## src/rtl/mem_stage_if.sv

```systemverilog
// Pipeline-side bus between the execute stage and the memory stage.
// The slave modport faces the memory stage; the master modport faces the upstream pipeline.
interface mem_stage_if;
    logic        mem_read_enable;
    logic        mem_write_enable;
    logic [31:0] alu_out;
    logic [31:0] val_rm;
    logic [31:0] mem_result;
    logic        ready;
    logic        addr_err;

    modport slave (
        input  mem_read_enable,
        input  mem_write_enable,
        input  alu_out,
        input  val_rm,
        output mem_result,
        output ready,
        output addr_err
    );

    modport master (
        output mem_read_enable,
        output mem_write_enable,
        output alu_out,
        output val_rm,
        input  mem_result,
        input  ready,
        input  addr_err
    );
endinterface

```

## src/rtl/mem_stage.sv

```systemverilog
// Memory stage: word-addressed data RAM behind a fixed-latency access FSM.
// state  | meaning
// IDLE   | no access in flight; ready mirrors ~req, a request is latched here
// WAIT   | wait states counting down; pipeline frozen
// DONE   | access complete, result/error valid; pipeline advances on next edge
module mem_stage #(
    parameter int          DEPTH       = 64,
    parameter logic [31:0] BASE_ADDR   = 32'd1024,
    parameter int          WAIT_CYCLES = 2
) (
    input  logic        clk,
    input  logic        rst,
    mem_stage_if.slave  bus
);
    localparam int IDX_W = $clog2(DEPTH);

    typedef enum logic [1:0] {S_IDLE, S_WAIT, S_DONE} state_t;

    state_t             r_state;
    logic [3:0]         r_cnt;
    logic [IDX_W-1:0]   r_index;
    logic [31:0]        r_data;
    logic               r_wr;
    logic               r_rd;
    logic               r_oor;
    logic [31:0]        r_result;
    logic               r_addr_err;
    logic [31:0]        r_mem [DEPTH];

    logic               w_req;
    logic [31:0]        w_offset;
    logic [29:0]        w_word;
    logic               w_oor;
    logic               w_finish;
    logic               w_mem_we;
    logic               w_unused;

    assign w_req    = bus.mem_read_enable | bus.mem_write_enable;
    assign w_offset = bus.alu_out - BASE_ADDR;
    assign w_word   = w_offset[31:2];
    assign w_oor    = (bus.alu_out < BASE_ADDR) | (w_word >= 30'(DEPTH));
    assign w_unused = &{1'b0, w_offset[1:0]};

    // The WAIT->DONE edge is the only point at which memory or the result changes.
    assign w_finish = (r_state == S_WAIT) && (r_cnt == 4'd1);
    assign w_mem_we = w_finish && r_wr && !r_oor;

    always_ff @(posedge clk or posedge rst) begin
        if (rst) begin
            r_state    <= S_IDLE;
            r_cnt      <= 4'd0;
            r_index    <= '0;
            r_data     <= 32'h0;
            r_wr       <= 1'b0;
            r_rd       <= 1'b0;
            r_oor      <= 1'b0;
            r_result   <= 32'h0;
            r_addr_err <= 1'b0;
        end else begin
            case (r_state)
                S_IDLE: begin
                    if (w_req) begin
                        r_index <= w_offset[IDX_W+1:2];
                        r_data  <= bus.val_rm;
                        r_wr    <= bus.mem_write_enable;
                        r_rd    <= bus.mem_read_enable & ~bus.mem_write_enable;
                        r_oor   <= w_oor;
                        r_cnt   <= 4'(WAIT_CYCLES);
                        r_state <= S_WAIT;
                    end
                end
                S_WAIT: begin
                    r_cnt <= r_cnt - 4'd1;
                    if (w_finish) begin
                        if (r_rd) begin
                            r_result <= r_oor ? 32'h0 : r_mem[r_index];
                        end
                        r_addr_err <= r_oor;
                        r_state    <= S_DONE;
                    end
                end
                S_DONE: begin
                    r_addr_err <= 1'b0;
                    r_state    <= S_IDLE;
                end
                default: begin
                    r_state <= S_IDLE;
                end
            endcase
        end
    end

    // The array is deliberately not reset; an async reset still aborts a pending
    // write because the FSM leaves WAIT before w_mem_we can fire.
    always_ff @(posedge clk) begin
        if (w_mem_we) begin
            r_mem[r_index] <= r_data;
        end
    end

    always_comb begin
        bus.ready = 1'b0;
        case (r_state)
            S_IDLE:  bus.ready = ~w_req;
            S_DONE:  bus.ready = 1'b1;
            default: bus.ready = 1'b0;
        endcase
    end

    assign bus.mem_result = r_result;
    assign bus.addr_err   = r_addr_err;
endmodule
```

## src/flat_wrapper.sv

```systemverilog
// flat-port wrapper written by rule: the top's interface ports become plain ports
module mem_stage_flat 
#(
    parameter int          DEPTH       = 64,
    parameter logic [31:0] BASE_ADDR   = 32'd1024,
    parameter int          WAIT_CYCLES = 2
)
  (clk, rst, bus_mem_read_enable, bus_mem_write_enable, bus_alu_out, bus_val_rm, bus_mem_result, bus_ready, bus_addr_err);
  mem_stage_if bus_i ();
  input  logic clk;
  input  logic rst;
  input wire logic [$bits(bus_i.mem_read_enable)-1:0] bus_mem_read_enable;
  input wire logic [$bits(bus_i.mem_write_enable)-1:0] bus_mem_write_enable;
  input wire logic [$bits(bus_i.alu_out)-1:0] bus_alu_out;
  input wire logic [$bits(bus_i.val_rm)-1:0] bus_val_rm;
  output wire logic [$bits(bus_i.mem_result)-1:0] bus_mem_result;
  output wire logic [$bits(bus_i.ready)-1:0] bus_ready;
  output wire logic [$bits(bus_i.addr_err)-1:0] bus_addr_err;
  assign bus_i.mem_read_enable = bus_mem_read_enable;
  assign bus_i.mem_write_enable = bus_mem_write_enable;
  assign bus_i.alu_out = bus_alu_out;
  assign bus_i.val_rm = bus_val_rm;
  assign bus_mem_result = bus_i.mem_result;
  assign bus_ready = bus_i.ready;
  assign bus_addr_err = bus_i.addr_err;
  mem_stage #(.DEPTH(DEPTH), .BASE_ADDR(BASE_ADDR), .WAIT_CYCLES(WAIT_CYCLES)) u_core (.clk(clk), .rst(rst), .bus(bus_i));
endmodule
```

## config.mk

```make
export PLATFORM = sky130hd
export DESIGN_NAME = mem_stage_flat
export DESIGN_NICKNAME = d
export VERILOG_FILES = /design/src/rtl/mem_stage_if.sv /design/src/rtl/mem_stage.sv /design/src/flat_wrapper.sv
export SDC_FILE = /design/constraint.sdc
export NUM_CORES = 2
export LEC_CHECK = 0
export BUFFER_PORTS_ARGS = -buffer_cell sky130_fd_sc_hd__buf_2
export CAP_MARGIN = 20
export CORE_ASPECT_RATIO = 0.8
export CORE_MARGIN = 2
export CORE_UTILIZATION = 30
export DETAILED_ROUTE_END_ITERATION = 8
export HOLD_SLACK_MARGIN = 0.15
export PLACE_DENSITY = 0.57
export SYNTH_ARGS = -nofsm -noshare
export SYNTH_HDL_FRONTEND = slang
export SYNTH_SLANG_ARGS = --single-unit
```

## constraint.sdc

```tcl
create_clock -name clk -period 3.8 [get_ports clk]
set_clock_uncertainty 0.15 [all_clocks]
set_input_delay 0 -clock clk [delete_from_list [all_inputs] [get_ports clk]]
set_output_delay 0 -clock clk [all_outputs]
set_load 0.005 [all_outputs]
```

Word level (Yosys, flattened, before mapping). Memories as Yosys holds them, arrays and structs flattened. Index checks and enable logic that the tools add are counted. Widths: inputs -> output; s select.

Register bits after elaboration: 80. Latch bits: 0. Memory bits (writable): 2048. Bits in read-only memories: 0. Memories: 1.

Memories: u_core.r_mem (words 64, width 32, read ports 1, clocked after memory_dff 0, write ports 1, line mem_stage.sv:28) `logic [31:0] r_mem [DEPTH];`.

Add/subtract/negate cells: 2. Multipliers: 0. Divide/modulo/power cells: 0. $lt $le $gt $ge: 2. Equal/unequal tests: 5. Shifts and indexed selects: 0. Mux-type cells: 11. Bitwise gates (word level): 5. Reduce and logical (&&, ||, !) cells: 12.

Operators with widths (count): $lt 32x11->1 const B (1); $mux 32 (1); $sub 32x11->32 const B (1); $ge 30x7->1 const B (1); $pmux 4 s2 (1); $reduce_and 2->1 (4); $eq 4x1->1 const B (1); $mux 2 (2); $mux 4 (1); $ne 2x1->1 const B (2); $pmux 1 s2 (2); $pmux 2 s2 (1); $reduce_bool 2->1 (2); $sub 4x1->4 const B (1); $logic_and 1x1->1 (3); $mux 1 (3); $reduce_and 3->1 (1); $eq 2x1->1 const B (1); $eq 2x2->1 const B (1); $logic_not 2->1 (1); $not 1->1 (2); $or 1x1->1 (2); $and 1x1->1 (1); $logic_not 1->1 (1).

Longest topological paths before layout.
Depth after elaboration: 6. Gate-level depth with buffers: 11. Depth with buffers taken out: 8.

Worst setup path after synthesis. No wires, ideal clock.

Path type: register to register. Start: reg u_core.r_cnt[1]. End: mem u_core.r_mem[11][0], enable pin. Library setup time: 0.421 ns. Data arrival time: 3.134 ns. Slack: 0.094 ns. Cell stages (with the launch flop): 9. Buffers on the path: 1. Path through: dfrtp_1 -> inv_1 -> ha_1 -> nor3b_1 -> and2_1 -> and3b_1 -> clkbuf_1 -> nand3_1 -> nor2_1.

Word-level cells in the longest chain between the ends: 6.

RTL lines: from (decl) (line mem_stage.sv:20) `logic [3:0] r_cnt;`; from (signal assigned) (line mem_stage.sv:68) `r_cnt <= 4'(WAIT_CYCLES);`; from (signal assigned) (line mem_stage.sv:73) `r_cnt <= r_cnt - 4'd1;`; $eq 4x1->1 (line mem_stage.sv:45) `assign w_finish = (r_state == S_WAIT) && (r_cnt == 4'd1);`; $logic_and 1x1->1 (line mem_stage.sv:45); $logic_and 1x1->1 (2 in a row) (line mem_stage.sv:46) `assign w_mem_we = w_finish && r_wr && !r_oor;`; $mux 1 (line mem_stage.sv:96) `if (w_mem_we) begin`; $mux 1 (implied by the code) (line mem_stage.sv:97) `r_mem[r_index] <= r_data;`; to (decl) (line mem_stage.sv:28).

No other way between the ends.

Final worst setup path.
Start: reg u_core.r_index[5]. End: reg u_core.r_result[11], in the netlist u_core.bus.mem_result[11].

Word-level cells in the longest chain between the ends: 2.

RTL lines: from (decl) (line mem_stage.sv:21) `logic [IDX_W-1:0] r_index;`; from (signal assigned) (line mem_stage.sv:63) `r_index <= w_offset[IDX_W+1:2];`; $mem_v2 64x32; $mux 32 (line mem_stage.sv:76) `r_result <= r_oor ? 32'h0 : r_mem[r_index];`; to (signal assigned) (line mem_stage.sv:76); to (decl) (line mem_stage.sv:26) `logic [31:0] r_result;`.

No other way between the ends. A chain may end at the register's enable or synchronous reset.

==> results.json <==
{
  "worst_hold_path_type": "in -> reg",
  "crit_required_ns": 4.37,
  "max_freq_ghz": 0.275,
  "r2r_slack_ns": 0.16,
  "hp-start": "bus_mem_read_enable",
  "async_flop_share": 0.0376,
  "avgRoutedWirePerCell_um": 28.7,
  "synth_nets": 4714,
  "clkPwrFrac": 0.273,
  "final_nets": 5172,
  "clk_pin_slew_ns": 0.07,
  "placed_area_um2": 87700,
  "die_area_um2": 271000,
  "p_int_mw": 46.6,
  "power_leakage_nw": 29.8,
  "drt-initial-drc-count": 7065,
  "min_to": "u_core.r_state[0]",
  "setup_tns_ns": 0,
  "syn-mean-instance-area_um2": 17.3,
  "ios": 102,
  "grt_pass1_wl_mm": 354,
  "fillers": 24625,
  "worstMarginPinSlew_ns": 1.24,
  "min_delay_path_depth": 5,
  "coreArea_um2": 265000,
  "netlist_instances": 4644,
  "maxSlewHeadroom": 0.175,
  "num_vias": 48929,
  "via_per_inst": 5.58,
  "timing.rr.start": "u_core.r_index[5]",
  "cpPeakStageDelay_ns": 0.69,
  "drv_slew": 0,
  "cp_top_family": "simple AND/OR/NAND/NOR gates",
  "fp.dieH_um": 466,
  "grt_antenna_before_repair": 7,
  "crit_type": "reg -> reg",
  "status": "finished, final reports clean",
  "regArea_um2": 63600,
  "cts_sinks": 2128,
  "drc": 0,
  "reg2reg_to": "u_core.bus.mem_result[11]",
  "setup_violations": 0,
  "cp_common_cell": "buf_4",
  "cts_tree": "built",
  "crit_fanout": 10,
  "synth_ff_type": "edfxtp_1",
  "power_density_nw_per_um2": 740,
  "synth-seq-cells": 2128,
  "final_util": 0.360,
  "dieWidth_um": 582,
  "drtPass1Iterations": 6,
  "grt_max_degree": 110,
  "endpoint_kind": "flip-flop",
  "start_util": 0.302,
  "rows": 169,
  "synth_cell_types": 66,
  "period_needed_ns": 3.64,
  "switching_share": 0.342,
  "cts_made_buffers": 197,
  "critical_path_depth": 8,
  "wl_mm": 252,
  "r2r_cells": 8,
  "drv_cap": 0,
  "worstPathCellList": "and3b_1 > nand2_1 > o22ai_1 > nor4_2 > buf_4 > a41oi_1 > buf_4 > a221o_1",
  "gr-total-overflow": 0,
  "slowest_stage": "nand2_1",
  "worst_setup_path_start_kind": "flip-flop",
  "place_congestion": 0.835,
  "postLayoutCellArea_um2": 95600,
  "insertion_delay_ns": 0.88,
  "grt_usage": 0.180,
  "yosysWarnings": 0,
  "post-route-period-util": 0.958,
  "place_ws_ns": -0.0547,
  "whs_ns": 0.250,
  "seq_power_share": 0.437,
  "synth_area_um2": 80100,
  "io_buffer_count": 99,
  "crit_buf_inv": 2,
  "hold_viol_final": 0,
  "crit_arrival_ns": 4.21,
  "seq_area_frac_synth": 0.793,
  "syn_to_final_growth_pct": 19.4,
  "cts_root_buffer": "clkbuf_16",
  "rsz0062_at_grt": "false",
  "p_sw_mw": 24.2,
  "finalWorstSetupSlack_ns": 0.159,
  "synth_edf_count": 2048,
  "dp_hpwl_mm": 150,
  "post_cts_buffers": 0,
  "comb_power_share": 0.290,
  "worst_ir_drop_vdd_uv": 558,
  "grt_pass1_vias": 46809,
  "ant_nets": 0,
  "htree_levels": 4,
  "layout-drive-gt1-share": 0.178,
  "clk_path_buf_depth": 4,
  "multi_input_area_um2": 15700
}
==> power by group through the flow <==
stage	Combinational, mW	Clock, mW	Sequential, mW
CTS	19.1	19.6	31.8
floorplan	10.0	0	31.3
global route	21.7	20.5	31.0
global placement	18.2	0	32.3
finish	20.5	19.3	30.9
detailed placement	18.6	0	32.3
==> tightest hold or removal path: cells and delay by family <==
kind / cells / cell delay [ns]
buffers and inverters: 3 / 0.98
AOI/OAI and AO/OA: 2 / 0.20
==> flip-flops by register name, indices dropped and copies added, names as in the netlist, 2 cells and up <==
name and flops:
u_core.r_cnt 4, u_core.r_state 2, u_core.r_mem 2048, u_core.r_data 32
u_core.r_index 6, u_core.bus.mem_result 32
==> what timing repair did <==
item                                    CTS  global route
endpoints found under the setup margin    1             0
hold buffers                            154             0
gates resized for setup                   1             0
endpoints found under the hold margin   126             0
==> worst max-delay path by stage <==
stage	from	to	slack (ns)
final	u_core.r_index[5]	u_core.bus.mem_result[11]	0.16
after global routing	u_core.r_index[5]	u_core.bus.mem_result[11]	0.14
after CTS	u_core.r_index[0]	u_core.bus.mem_result[25]	0.23
after detailed placement	u_core.r_index[5]	u_core.bus.mem_result[11]	-0.05
after global placement	u_core.r_index[0]	u_core.bus.mem_result[11]	-0.02
after floorplan	u_core.r_cnt[1]	u_core.r_mem[11][0]	0.09
==> cells in the final DEF, fill, tap and decap left out, types with 11 or more instances in the layout <==
cell type / instances
a22o_1: 25
o22ai_1: 240
a2111oi_0: 21
nor2_1: 120
edfxtp_1: 2048
clkinv_2: 26
a221oi_1: 246
mux2i_1: 87
mux4_2: 23
nand2_1: 162
and3_1: 17
dfrtp_2: 32
dfrtp_1: 45
clkbuf_1: 58
bufinv_16: 14
nor3_1: 66
a31oi_1: 26
o21ai_0: 109
buf_2: 101
nor4_1: 37
mux2_2: 70
buf_12: 88
buf_4: 267
a22oi_1: 554
o22a_1: 13
a41oi_1: 16
nor2_4: 66
clkbuf_16: 198
nand3_1: 12
o211ai_1: 11
clkinv_1: 37
dlygate4sd3_1: 154
a221o_1: 35
a21oi_1: 98
==> through the flow <==
| stage | power [mW] | cells |
|---|---|---|
| after CTS | 70.5 | 8747 |
| after detailed placement | 50.9 | 8240 |
| final | 70.8 | 8764 |
| after floorplan | 41.3 | 4644 |
| after global placement | 50.5 | 8234 |
| after global routing | 73.1 | 8762 |
==> synthesized netlist by cell type (all sizes together) (5+ instances only) <==
cell | count | share of area
nor3 | 68 | 0.0043
clkbuf | 177 | 0.0083
mux4 | 23 | 0.0065
a221o | 35 | 0.0044
a211oi | 5 | 0.00047
inv | 6 | 0.00028
nor4 | 39 | 0.0030
and3 | 17 | 0.0013
nand2 | 165 | 0.0078
o22a | 13 | 0.0014
nand3 | 13 | 0.00081
or3 | 7 | 0.00055
o21ai | 115 | 0.0072
a21oi | 98 | 0.0061
o211ai | 11 | 0.0010
a31oi | 26 | 0.0020
mux2 | 70 | 0.0098
o221ai | 5 | 0.00055
a221oi | 246 | 0.027
nor2b | 10 | 0.00078
nor2 | 187 | 0.0088
a41oi | 16 | 0.0017
o22ai | 240 | 0.019
a22oi | 555 | 0.052
a22o | 25 | 0.0027
or4 | 6 | 0.00056
edfxtp | 2048 | 0.77
and2 | 5 | 0.00039
a2111oi | 22 | 0.0025
a32oi | 5 | 0.00055
buf | 178 | 0.011
dfrtp | 80 | 0.025
mux2i | 87 | 0.011
==> cell families (layout without fill, tap and decap cells) <==
kind of cell,Yosys count,in the layout,synth area share
DFF,2128,2128,0.793
AOI/OAI and AO/OA,1434,1434,0.130
and+or+nand+nor,537,537,0.0303
buffers and inverters,361,973,0.0192
muxes,180,180,0.0272
adders and majority gates,2,2,0.000312
xor gates and xnor gates,2,2,0.000219
other,0,3,0
==> cell type report <==
| class | count | area share |
|---|---|---|
| Sequential cell | 2128 | 0.664 |
| Multi-Input combinational cell | 2155 | 0.164 |
| Timing Repair Buffer | 614 | 0.0618 |
| Clock buffer | 263 | 0.0551 |
| Tap cell | 3505 | 0.0459 |
| Clock inverter | 90 | 0.00880 |
| Inverter | 6 | 0.000314 |
| Antenna cell | 3 | 0.0000785 |
==> layer usage <==
metal	GRT usage	up-vias	routed length, µm
met1	0.263	25539	108000
met5	0	-	0
met2	0.271	2753	112000
met3	0.0398	327	26400
li1	-	20310	-
met4	0.0398	0	5180
Note: power is estimated with default switching activity, not from simulation.
